===== src/rtl/mdu_pkg.sv =====
// Shared encodings, state enum and constants for the iterative multiply/divide unit.
package mdu_pkg;

   localparam logic [1:0] OP_MULT  = 2'b00;
   localparam logic [1:0] OP_MULTU = 2'b01;
   localparam logic [1:0] OP_DIV   = 2'b10;
   localparam logic [1:0] OP_DIVU  = 2'b11;

   localparam int          MDU_ITERS = 32;
   localparam logic [31:0] DIV0_QUOT = 32'hFFFF_FFFF;

   typedef enum logic [2:0] {IDLE, MUL, DIV, FIX, DONE} state_t;

   function automatic logic is_div_op(input logic [1:0] o);
      return (o == OP_DIV) || (o == OP_DIVU);
   endfunction

   function automatic logic is_signed_op(input logic [1:0] o);
      return (o == OP_MULT) || (o == OP_DIV);
   endfunction

endpackage


===== src/rtl/mdu_abs.sv =====
// Combinational two's-complement conditional negate; zero latency, no flow control.
module mdu_abs #(
   parameter int W = 32
) (
   input  logic [W-1:0] value,
   input  logic         negate,
   output logic [W-1:0] result
);

   assign result = negate ? -value : value;

endmodule


===== src/rtl/mult_div_unit.sv =====
// Iterative MULT/MULTU/DIV/DIVU into HI/LO; 34-cycle start-to-done (divide by zero: 1), starts ignored while busy.
// Optional MDU_EARLY_OUT_EN: multiply stops once the remaining multiplier bits are all zero.
module mult_div_unit
   import mdu_pkg::*;
#(
   parameter int WIDTH = 32,
   parameter int ITERS = MDU_ITERS
) (
   input  logic             clk,
   input  logic             rst,
   input  logic             start,
   input  logic [1:0]       op,
   input  logic [WIDTH-1:0] rs_val,
   input  logic [WIDTH-1:0] rt_val,
   output logic             busy,
   output logic             done,
   output logic [WIDTH-1:0] hi,
   output logic [WIDTH-1:0] lo,
   output logic             div_zero
);

   localparam int W  = WIDTH;
   localparam int CW = $clog2(ITERS + 1);
   localparam logic [CW-1:0] ITERS_C = CW'(ITERS);

   state_t           state, state_nxt;
   logic [1:0]       op_r;
   logic             sign_a, sign_b, dz;
   logic [2*W-1:0]   mcand, acc;
   logic [W-1:0]     mplier;
   logic [CW-1:0]    cnt;

   logic             accept, mul_last, div_last, cap_sgn, fix_sgn;
   logic [W-1:0]     rs_mag, rt_mag, quot_fix, rem_fix, rem_sub;
   logic [2*W-1:0]   prod_fix, div_acc;
   logic [W:0]       rem_sh;
   logic             rem_ge;

   assign busy   = (state == MUL) || (state == DIV) || (state == FIX);
   assign done   = (state == DONE);
   assign accept = start && !busy;

   assign cap_sgn = is_signed_op(op);
   assign fix_sgn = is_signed_op(op_r);

   mdu_abs #(.W(W)) u_abs_rs (.value(rs_val), .negate(cap_sgn && rs_val[W-1]), .result(rs_mag));
   mdu_abs #(.W(W)) u_abs_rt (.value(rt_val), .negate(cap_sgn && rt_val[W-1]), .result(rt_mag));

   mdu_abs #(.W(2*W)) u_fix_prod (.value(acc), .negate(fix_sgn && (sign_a ^ sign_b)), .result(prod_fix));
   mdu_abs #(.W(W)) u_fix_quot (.value(acc[W-1:0]), .negate(fix_sgn && (sign_a ^ sign_b)), .result(quot_fix));
   mdu_abs #(.W(W)) u_fix_rem (.value(acc[2*W-1:W]), .negate(fix_sgn && sign_a), .result(rem_fix));

   // Restoring step on {remainder, dividend/quotient}: shift left, subtract divisor if it fits.
   assign rem_sh  = acc[2*W-1:W-1];
   assign rem_ge  = rem_sh >= {1'b0, mplier};
   assign rem_sub = rem_sh[W-1:0] - mplier;
   assign div_acc = rem_ge ? {rem_sub, acc[W-2:0], 1'b1} : {acc[2*W-2:0], 1'b0};

`ifdef MDU_EARLY_OUT_EN
   assign mul_last = (cnt == ITERS_C) || ((cnt != '0) && (mplier == '0));
`else
   assign mul_last = (cnt == ITERS_C);
`endif
   assign div_last = (cnt == ITERS_C);

   always_comb begin
      state_nxt = state;
      case (state)
         IDLE: if (start) state_nxt = is_div_op(op) ? DIV : MUL;
         MUL:  if (mul_last) state_nxt = FIX;
         DIV:  if (dz) state_nxt = DONE;
               else if (div_last) state_nxt = FIX;
         FIX:  state_nxt = DONE;
         DONE: state_nxt = start ? (is_div_op(op) ? DIV : MUL) : IDLE;
         default: state_nxt = IDLE;
      endcase
   end

   always_ff @(posedge clk) begin
      if (rst) begin
         state    <= IDLE;
         op_r     <= '0;
         sign_a   <= 1'b0;
         sign_b   <= 1'b0;
         dz       <= 1'b0;
         mcand    <= '0;
         acc      <= '0;
         mplier   <= '0;
         cnt      <= '0;
         hi       <= '0;
         lo       <= '0;
         div_zero <= 1'b0;
      end else begin
         state <= state_nxt;
         if (accept) begin
            op_r     <= op;
            sign_a   <= rs_val[W-1];
            sign_b   <= rt_val[W-1];
            dz       <= is_div_op(op) && (rt_val == '0);
            div_zero <= 1'b0;
            cnt      <= '0;
            mplier   <= rt_mag;
            acc      <= is_div_op(op) ? {{W{1'b0}}, rs_mag} : '0;
            // Divides keep the raw dividend here; it becomes HI on a zero divisor.
            mcand    <= {{W{1'b0}}, is_div_op(op) ? rs_val : rs_mag};
         end else begin
            case (state)
               MUL: if (!mul_last) begin
                  if (mplier[0]) acc <= acc + mcand;
                  mcand  <= mcand << 1;
                  mplier <= mplier >> 1;
                  cnt    <= cnt + CW'(1);
               end
               DIV: if (dz) begin
                  hi       <= mcand[W-1:0];
                  lo       <= DIV0_QUOT;
                  div_zero <= 1'b1;
               end else if (!div_last) begin
                  acc <= div_acc;
                  cnt <= cnt + CW'(1);
               end
               FIX: if (is_div_op(op_r)) begin
                  hi <= rem_fix;
                  lo <= quot_fix;
               end else begin
                  hi <= prod_fix[2*W-1:W];
                  lo <= prod_fix[W-1:0];
               end
               default: ;
            endcase
         end
      end
   end

endmodule


===== config.mk =====
export PLATFORM = sky130hd
export DESIGN_NAME = mult_div_unit
export DESIGN_NICKNAME = d
export VERILOG_FILES = /design/src/rtl/mdu_pkg.sv /design/src/rtl/mdu_abs.sv /design/src/rtl/mult_div_unit.sv
export SDC_FILE = /design/constraint.sdc
export NUM_CORES = 1
export LEC_CHECK = 0
export CAP_MARGIN = 20
export CELL_PAD_IN_SITES_DETAIL_PLACEMENT = 0
export CELL_PAD_IN_SITES_GLOBAL_PLACEMENT = 2
export CORE_MARGIN = 2
export CORE_UTILIZATION = 35
export CTS_CLUSTER_DIAMETER = 100
export CTS_CLUSTER_SIZE = 12
export DETAILED_ROUTE_END_ITERATION = 7
export PLACE_DENSITY_LB_ADDON = 0.1
export SETUP_SLACK_MARGIN = 0.2
export SLEW_MARGIN = 20
export SYNTH_ARGS = -nofsm -noshare
export SYNTH_HDL_FRONTEND = slang
export SYNTH_SLANG_ARGS = --single-unit

===== constraint.sdc =====
create_clock -name clk -period 4.4 [get_ports clk]
set_clock_uncertainty 0.1 [all_clocks]
set_input_delay 0.88 -clock clk [delete_from_list [all_inputs] [get_ports clk]]
set_output_delay 0.88 -clock clk [all_outputs]
set_load 0.05 [all_outputs]

## After elaboration in Yosys (flattened, before gate mapping)

Index checks and enable logic that the tools add are counted.

- Add/sub/neg operators: 8
- Multiply operators: 0
- Divide/modulo/power cells: 0
- Order comparisons: 1
- Equal/unequal tests: 17
- Shift-type cells: 0
- Multiplexer cells: 35
- Bitwise gates (word level): 3
- Reduce and logical (&&, ||, !) cells: 28

Operator list:

| kind | count |
|---|---|
| $mux 32 | 16 |
| $mux 64 | 7 |
| $neg 32->32 | 4 |
| $pmux 32 s2 | 2 |
| $pmux 64 s2 | 1 |
| $add 64x64->64 | 1 |
| $neg 64->64 | 1 |
| $ge 33x32->1 | 1 |
| $logic_not 32->1 | 1 |
| $sub 32x32->32 | 1 |
| $pmux 3 s5 | 1 |
| $mux 6 | 2 |
| $ne 3x3->1 const B | 4 |
| $pmux 6 s2 | 1 |
| $mux 3 | 3 |
| $eq 2x2->1 const B | 4 |
| $ne 2x2->1 const B | 4 |
| $reduce_and 2->1 | 4 |
| $add 6x1->6 const B | 1 |
| $eq 3x2->1 const B | 2 |
| $eq 6x6->1 const B | 1 |
| $logic_and 1x1->1 | 6 |
| $logic_or 1x1->1 | 6 |
| $reduce_bool 2->1 | 3 |
| other kinds (12) | 15 |

- Flip-flop bits (word level): 239
- Bits in latches: 0
- RAM bits: 0
- Bits in read-only memories: 0
- Bits of input ports: 69
- Output and inout bits: 67
- Logic and storage cells: 105
- Memories kept: 0

## Logic depth before layout (Yosys ltp)

Gate-level depths: netlist of the first run.

- Depth after elaboration: 7
- Depth in mapped cells: 15
- Gate-level depth less buffers: 14

## Modules after synthesis

From an unflattened synthesis of the first run, not the netlist that was laid out.

- Cell total of the unflattened synthesis: 2858
- Area total of the unflattened synthesis: 21262.9 um^2

Modules (own cells, without submodules):

| module | times used | cells an instance | area an instance (um^2) | seq. area each (um^2) |
|---|---|---|---|---|
| mult_div_unit | 1 | 2217 | 16656.0 | 4784.6 |
| mdu_abs at u_abs_rs ... | 4 | 108 | 767.0 | 0.0 |
| mdu_abs at u_fix_prod | 1 | 209 | 1539.0 | 0.0 |

## Least setup slack after synthesis of the first run

Ideal clock, no wire load.

- Kind: input to register
- Start point: input port rs_val[1]
- End point: register mcand[30]
- Library setup time: 91 ps
- Arrival: 3255 ps
- Required time: 4209 ps
- Path slack: 955 ps
- Stages on the path: 12
- Path through: inv_1 ha_1 or3b_1 nor4_1 nand3_1 nand2b_1 or3_1 nor3_1 nor2_1 xor2_1 nor2_1 a311oi_1

- Word-level cells in the longest chain between the ends: 4

RTL lines:

| item | line | text |
|---|---|---|
| start: declaration | mult_div_unit.sv:13 | `input logic [WIDTH-1:0] rs_val,` |
| $neg 32->32 | mdu_abs.sv:10 | `assign result = negate ? -value : value;` |
| $mux 32 | mdu_abs.sv:10 |  |
| $mux 32 | mult_div_unit.sv:105 | `mcand <= {{W{1'b0}}, is_div_op(op) ? rs_val : rs_mag};` |
| $mux 32 | mult_div_unit.sv:95 | `if (accept) begin` |
| end signal: assignment | mult_div_unit.sv:105 |  |
| end signal: assignment | mult_div_unit.sv:110 | `mcand <= mcand << 1;` |
| end: declaration | mult_div_unit.sv:29 | `logic [2*W-1:0] mcand, acc;` |

Every way passes these cells.
A chain may end at the register's enable or synchronous reset.

## Final worst setup path of the first run

- Start point: register acc[0]
- End point: register acc[58]

- Word-level cells in the longest chain between the ends: 5

RTL lines:

| item | line | text |
|---|---|---|
| start: declaration | mult_div_unit.sv:29 |  |
| start signal: assignment | mult_div_unit.sv:103 | `acc <= is_div_op(op) ? {{W{1'b0}}, rs_mag} : '0;` |
| start signal: assignment | mult_div_unit.sv:109 | `if (mplier[0]) acc <= acc + mcand;` |
| start signal: assignment | mult_div_unit.sv:119 | `acc <= div_acc;` |
| $add 64x64->64 | mult_div_unit.sv:109 |  |
| $mux 64 | mult_div_unit.sv:109 |  |
| $mux 64 | mult_div_unit.sv:108 | `MUL: if (!mul_last) begin` |
| $pmux 64 s2 | mult_div_unit.sv:107 | `case (state)` |
| $mux 64 | mult_div_unit.sv:95 |  |

Every way passes these cells. The select of a mux whose other input is x is not followed.

==> results of run 1 <==
-- final cells by class --
| cell class | instances | area, sq um | share of cell area [%] |
|---|---|---|---|
| tap | 688 | 861 | 3.93 |
| inverter | 73 | 274 | 1.25 |
| clock buffer | 25 | 614 | 2.81 |
| multi-input combinational | 2149 | 13100 | 59.9 |
| timing repair buffer | 237 | 2180 | 9.97 |
| clock inverter | 3 | 55.1 | 0.252 |
| sequential | 239 | 4780 | 21.9 |
-- synth_stat cells (5+ instances only) --
cell,n
o21ai_0,142
a21oi_1,238
ha_1,101
mux2i_1,5
a31o_2,5
xnor2_1,125
clkbuf_1,164
nand3_1,56
o31ai_1,20
o21bai_1,20
o211ai_1,14
o21a_1,16
a22oi_1,10
and4_1,5
a221o_1,7
nor4_1,27
and3_1,9
nand2_1,448
a222oi_1,19
nor2b_1,15
nor3_1,45
dfxtp_1,239
a32oi_1,7
o22ai_1,7
and2_1,13
xor2_1,107
nand2b_1,13
a21o_1,55
buf_1,16
a211oi_1,41
or4_1,7
a31oi_1,16
inv_1,73
nor2_1,316
a311oi_1,95
or3_1,20
nor3b_1,7
nand4_1,43
-- registers in the layout, indices dropped and copies added, names as in the netlist --
| register | flops |
|---|---|
| acc | 64 |
| cnt | 6 |
| div_zero | 1 |
| dz | 1 |
| hi | 32 |
| lo | 32 |
| mcand | 64 |
| mplier | 32 |
| op_r | 2 |
| sign_a | 1 |
| sign_b | 1 |
| state | 3 |
-- cells by family after synthesis --
kind of cell               count (synthesis)  synth area share (%)
DFF                                      239                  25.4
buffers and inverters                    256                  5.20
AOI/OAI and AO/OA                        762                  26.8
adders and majority gates                103                  6.93
xor gates and xnor gates                 232                  10.8
muxes                                      6                 0.326
and+or+nand+nor                         1046                  24.5
-- layer usage --
layer | global-route usage, % | part of all wire [%] | up-vias
met5 | 0 | 0 | -
met1 | 34.0 | 44 | 9552
met2 | 48.0 | 50 | 530
met3 | 3.05 | 4.6 | 95
li1 | - | - | 9607
met4 | 6.14 | 2.3 | 0
-- metrics by stage --
| step | util, % | setup TNS, ns | hold WS [ns] |
|---|---|---|---|
| after floorplan | - | 0 | 0.348 |
| after global placement | 40.1 | 0 | 0.365 |
| after detailed placement | 40.1 | -0.0268 | 0.369 |
| after CTS | 41.4 | 0 | 0.377 |
| after global routing | 41.4 | 0 | 0.396 |
| final | 41.4 | 0 | 0.372 |
-- where the power goes --
part	internal, W	switching, W
clock	0.00105	0.000958
sequential	0.00229	0.000158
combinational	0.000732	0.00127
-- critical path: cells and delay by family (launching register included) --
kind / cells / cell delay, ns
DFF: 1 / 0.37
xor gates and xnor gates: 1 / 0.16
AOI/OAI and AO/OA: 6 / 1.93
and+or+nand+nor: 3 / 0.55
adders and majority gates: 2 / 0.65
-- worst paths after layout --
check	end	cells after the start	from
min	mcand[57]$_SDFFE_PP0P_	2	mcand[56]$_SDFFE_PP0P_
min reg2reg	mcand[57]$_SDFFE_PP0P_	2	mcand[56]$_SDFFE_PP0P_
max reg2reg	acc[58]$_SDFFE_PP0P_	12	acc[0]$_SDFFE_PP0P_
max	acc[58]$_SDFFE_PP0P_	12	acc[0]$_SDFFE_PP0P_
==> results.md, run 1 <==
- Clock sinks: 239
- R2R setup slack: 0.48 ns
- Period utilisation layout: 89.0%
- DR iter-0 viols: 1462
- VDD IR-drop max: 0.306 mV
- Max incr delay on CP: 0.52 ns
- Cells after synthesis: 2644
- Post-CTS Resized: 0
- Std-Cell Rows: 84
- Die ar.: 55700 sq um
- Sequential-to-total area share from yosys stat: 25.4%
- Placed cells: 3386
- Synth unique cells: 79
- Vias: 19800
- Io pins: 136
- FF+latch count, synth: 239
- First-pass GRT wire length: 117000 um
- Final WS setup: 0.483 ns
- Area contributors post-synth: dfxtp_1, nand2_1, ha_1, a21oi_1, nor2_1
- Status: finished, final reports clean
- GR Util All Layers: 26.7%
- Fin. Hold Viols: 0
- Antenna violations before repair: 0
- Drt pass-1 iters: 6
- Vias per std cell: 5.79
- Crit Path Max Fanout: 5
- Final setup vio count: 0
- Vias in the first global route: 19200
- Post-synth top area cell: dfxtp_1
- Post CTS Setup Buffer Count: 0
- Layout cells sized above 1: 6.24%
- CTS tree: built
- Slew Limit Fails: 0
- Final nets: 2896
- Avg WL per Cell: 22.5 um
- Synthesized Nets: 2816
- Ys async rst share: 0%
- Crit-path cells: ha_1, fa_1, a21o_1, a221oi_1, nor4_1, or3_1, o211ai_1, o21bai_1, a21oi_1, xor2_1, nand2_1, a32o_1
- Syn Area/Cell: 7.12 sq um
- Hold buffer count at cts: 0
- Initial Util: 35.6%
- Post-synth EDFFs: 0
- Design area: 21900 sq um
- Setup Slack @ Placement: -0.0268 ns
- Clk root buf: clkbuf_16
- CP Launch Type: flop
- N_diodes: 0
- Clock buffer depth: 3
- Worst skew pair latency: 0.58 ns
- Max_cap viols: 0
- Overflow after GRT: 0
- Crit path kind: flop to flop
- Final wirelength: 76700 um
- Yosys Warn Count: 0
- Post-synth top area share: 25.4%
- Reg clk slew, reported paths: 0.07 ns
- Final Wtd Congestion: 0.935
- Hold Crit Class: flop to flop
- Die width: 236 um
- Pin count of the biggest net entering global routing: 161
- TritonCTS Buffers: 24
- Cell area after synthesis: 18800 sq um
- Leakage power: 8.41 nW
- Slew HR: 27.7%
- Slowest-stage cell, CP: o211ai_1
- Area Overhead vs Synth: 16.2%
- Port bufs: 135
- WP data arrival: 4.26 ns
- Minimum clock period: 3.92 ns
- Unrepaired setup endpoints after global routing: no
- Fillers: 5542
- Commonest non-fill, non-tap cell in the layout: nand2_1
- Most frequent cells in the layout: nand2_1, nor2_1, dfxtp_1
- Fin cells: 3414
- Required time of the critical path: 4.75 ns
- Top FF cell, synth: dfxtp_1
- Placeable Area: 52900 sq um
- Area after DPL: 21200 sq um
- H-tree lvl count: 1
- Power Total: 0.00645 W
- Worst Max-Slew Pin Slew: 1.08 ns
- PD cells: 295 nW/um^2
- Drt drc: 0
- ANT nets after route: 0
- Fmax: 255 MHz
- DP HPWL: 57600 um
- Crit path capture type: flop
- Die Y: 236 um
Note: power is estimated with default switching activity, not from simulation.
==> inputs of run 2 (changes only) <==
--- a/config.mk
+++ b/config.mk
@@ -13,8 +13,8 @@
 export CTS_CLUSTER_DIAMETER = 100
 export CTS_CLUSTER_SIZE = 12
 export DETAILED_ROUTE_END_ITERATION = 7
+export GPL_ROUTABILITY_DRIVEN = 0
 export PLACE_DENSITY_LB_ADDON = 0.1
-export SETUP_SLACK_MARGIN = 0.2
 export SLEW_MARGIN = 20
 export SYNTH_ARGS = -nofsm -noshare
 export SYNTH_HDL_FRONTEND = slang
==> constraint.sdc (replaced) <==
create_clock -name clk -period 3.9 [get_ports clk]
set_clock_uncertainty 0.1 [all_clocks]
set_input_delay 0.78 -clock clk [delete_from_list [all_inputs] [get_ports clk]]
set_output_delay 0.78 -clock clk [all_outputs]
set_load 0.05 [all_outputs]
==> results.md, run 2 (synthesis results as in run 1) <==
- Required time of the critical path: 4.23 ns (-0.52 ns)
- GR Util All Layers: 26.6% (-0.15 points)
- Final wirelength: 76200 um (-0.61%)
- Drt pass-1 iters: 7 (+1)
- CP Launch Type: flop
- Proportion of power drawn by combinational gates: 32.6% (+1.6 points)
- Worst skew pair latency: 0.56 ns (-0.02 ns)
- Layer with the highest usage: met2
- Worst Hold End: mcand[63]$_SDFFE_PP0P_
- ANT nets after route: 0 (unchanged)
- VDD IR-drop max: 0.279 mV (-8.8%)
- Status: finished, final reports clean
- Final setup vio count: 0 (unchanged)
- PD cells: 325 nW/um^2 (+10%)
- Io pins: 136 (unchanged)
- First-pass GRT wire length: 116000 um (-0.35%)
- GR Util met3: 2.97% (-0.082 points)
- Area Overhead vs Synth: 19.4%
- Final nets: 2983 (+3.0%)
- TritonCTS Buffers: 24 (unchanged)
- Crit Path Max Fanout: 8 (+3)
- Pin count of the biggest net entering global routing: 171 (+6.2%)
- Crit path kind: flop to flop
- Max_cap viols: 0 (unchanged)
- Sw Ratio: 37.0% (about the same)
- Fin cells: 3502 (+2.6%)
- Hold Crit Class: flop to flop
- DP HPWL: 58300 um (+1.2%)
- Leakage power: 8.82 nW (+4.9%)
- Port bufs: 135 (unchanged)
- Clock buffer depth: 3 (unchanged)
- Die ar.: 55700 sq um (unchanged)
- Commonest non-fill, non-tap cell in the layout: nand2_1
- Period utilisation layout: 95.8% (+6.8 points)
- Unrepaired setup endpoints after global routing: no
- CTS tree: built
- Initial Util: 35.6% (unchanged)
- Worst Max-Slew Pin Slew: 1.10 ns (+0.0174 ns)
- Minimum clock period: 3.74 ns (-0.180 ns)
- Top Registers: acc x64, mcand x64
- WP data arrival: 4.07 ns (-0.19 ns)
- R2r startpoint: acc[14]$_SDFFE_PP0P_
- Die Y: 236 um (unchanged)
- Clock sinks: 239 (unchanged)
- Slew Limit Fails: 0 (unchanged)
- Overflow after GRT: 0 (unchanged)
- Avg WL per Cell: 21.8 um (-3.1%)
- H-tree lvl count: 1 (unchanged)
- Setup_tns: 0 ns (unchanged)
- Drt drc: 0 (unchanged)
- Vias: 19900 (+0.79%)
- Crit path capture type: flop
- Fmax: 268 MHz (+4.8%)
- Core Util, Final: 42.5% (+1.1 points)
- Vias per std cell: 5.69 (-1.7%)
- Layout cells sized above 1: 9.10% (+2.9 points)
- Die width: 236 um (unchanged)
- R2r worst-path depth: 11 (-1)
- Net Sw Power: 0.00271 W (+14%)
- R2R setup slack: 0.16 ns (-0.32 ns)
- Fin. Hold Viols: 0 (unchanged)
- Reg-to-Reg End: acc[55]$_SDFFE_PP0P_
- Placed cells: 3473 (+2.6%)
- Clk root buf: clkbuf_16
- Fillers: 5602 (+1.1%)
- Hold depth: 2 (unchanged)
- Antenna violations before repair: 1 (+1)
- Post CTS Setup Buffer Count: 0 (unchanged)
- Most frequent cells in the layout: nand2_1, nor2_1, dfxtp_1
- Placeable Area: 52900 sq um (unchanged)
- Met1 GRT Util: 33.8% (-0.17 points)
- DR iter-0 viols: 1451 (-0.75%)
- Vias in the first global route: 19300 (+0.60%)
- Grt met2 use: 46.9% (-1.1 points)
- Hold_sp: mcand[62]$_SDFFE_PP0P_
- Pint: 0.00461 W (+13%)
- Std-Cell Rows: 84 (unchanged)
- Clock power frac: 30.2% (-0.9 points)
- Slew HR: 26.8% (-0.89 points)
- Seq pwr share: 37.3% (-0.6 points)
- Reg clk slew, reported paths: 0.06 ns (about the same)
==> run 2: cell types whose count changed in the layout (fill, tap and decap cells not counted), sizes merged <==
| cell | delta |
|---|---|
| buf | +87 |
| bufinv | -1 |
| clkbuf | +1 |
| clkinv | +1 |
| diode | +1 |
| inv | -1 |
==> run 2: metal layers <==
| layer | vias to the layer above | part of all wire, % |
|---|---|---|
| met5 | - | 0 |
| met4 | 0 | 3.2 |
| met3 | 114 | 4.4 |
| met2 | 521 | 49 |
| met1 | 9540 | 44 |
| li1 | 9766 | - |
==> run 2: final cells by class <==
class / instances / area (sq um) / share of cell area [%]
clock buffers: 26 / 629 / 2.80
flip-flops and latches: 239 / 4780 / 21.3
inverters: 73 / 274 / 1.22
multi-input cells: 2149 / 13100 / 58.3
clock inverters: 2 / 17.5 / 0.0779
repair buffers: 324 / 2800 / 12.4
well taps: 688 / 861 / 3.83
diodes: 1 / 2.50 / 0.0111
==> run 2: how the worst max path moves through the flow <==
stage	from	endpoint	cells past startpoint
after global routing	acc[14]$_SDFFE_PP0P_	acc[55]$_SDFFE_PP0P_	11
final	acc[14]$_SDFFE_PP0P_	acc[55]$_SDFFE_PP0P_	11
after global placement	rs_val[1]	mcand[30]$_SDFFE_PP0P_	14
after CTS	acc[0]$_SDFFE_PP0P_	acc[54]$_SDFFE_PP0P_	15
after detailed placement	rs_val[1]	mcand[30]$_SDFFE_PP0P_	14
after floorplan	rs_val[1]	mcand[30]$_SDFFE_PP0P_	12
==> run 2: power by group through the flow <==
| stage | clock network (W) | registers (W) | logic, W |
|---|---|---|---|
| 6_report | 0.00221 | 0.00273 | 0.00238 |
| 3_5_place_dp | 0 | 0.00278 | 0.00237 |
| 2_1_floorplan | 0 | 0.00281 | 0.00143 |
| 3_3_place_gp | 0 | 0.00278 | 0.00235 |
| 5_1_grt | 0.00236 | 0.00274 | 0.00260 |
| 4_1_cts | 0.00228 | 0.00272 | 0.00238 |
==> run 2: what timing repair did <==
action	CTS	global route
gates resized for setup	0	2
hold endpoints to repair	0	0
hold buffers	0	0
endpoints found under the setup margin	0	2
==> run 2: stage by stage <==
| stage | setup slack (ns) | hold WS (ns) | total power [W] | cell area [sq um] |
|---|---|---|---|---|
| 2_1_floorplan | 0.555 | 0.348 | 0.00424 | 18800 |
| 3_3_place_gp | -0.272 | 0.361 | 0.00513 | 21800 |
| 3_5_place_dp | -0.281 | 0.365 | 0.00515 | 21800 |
| 4_1_cts | 0.182 | 0.381 | 0.00738 | 22500 |
| 5_1_grt | 0.0143 | 0.394 | 0.00770 | 22500 |
| 6_report | 0.162 | 0.372 | 0.00732 | 22500 |
==> run 2: worst max-delay path, cell delays in order, from the launching register on <==
cell,delay (ns)
dfxtp_1,0.49
ha_1,0.39
a21oi_1,0.28
o21ai_0,0.15
a21oi_1,0.25
nor2_1,0.12
nor3_1,0.28
o21bai_1,0.22
a41oi_1,0.57
o21ai_0,0.25
xor2_1,0.20
a221o_1,0.31
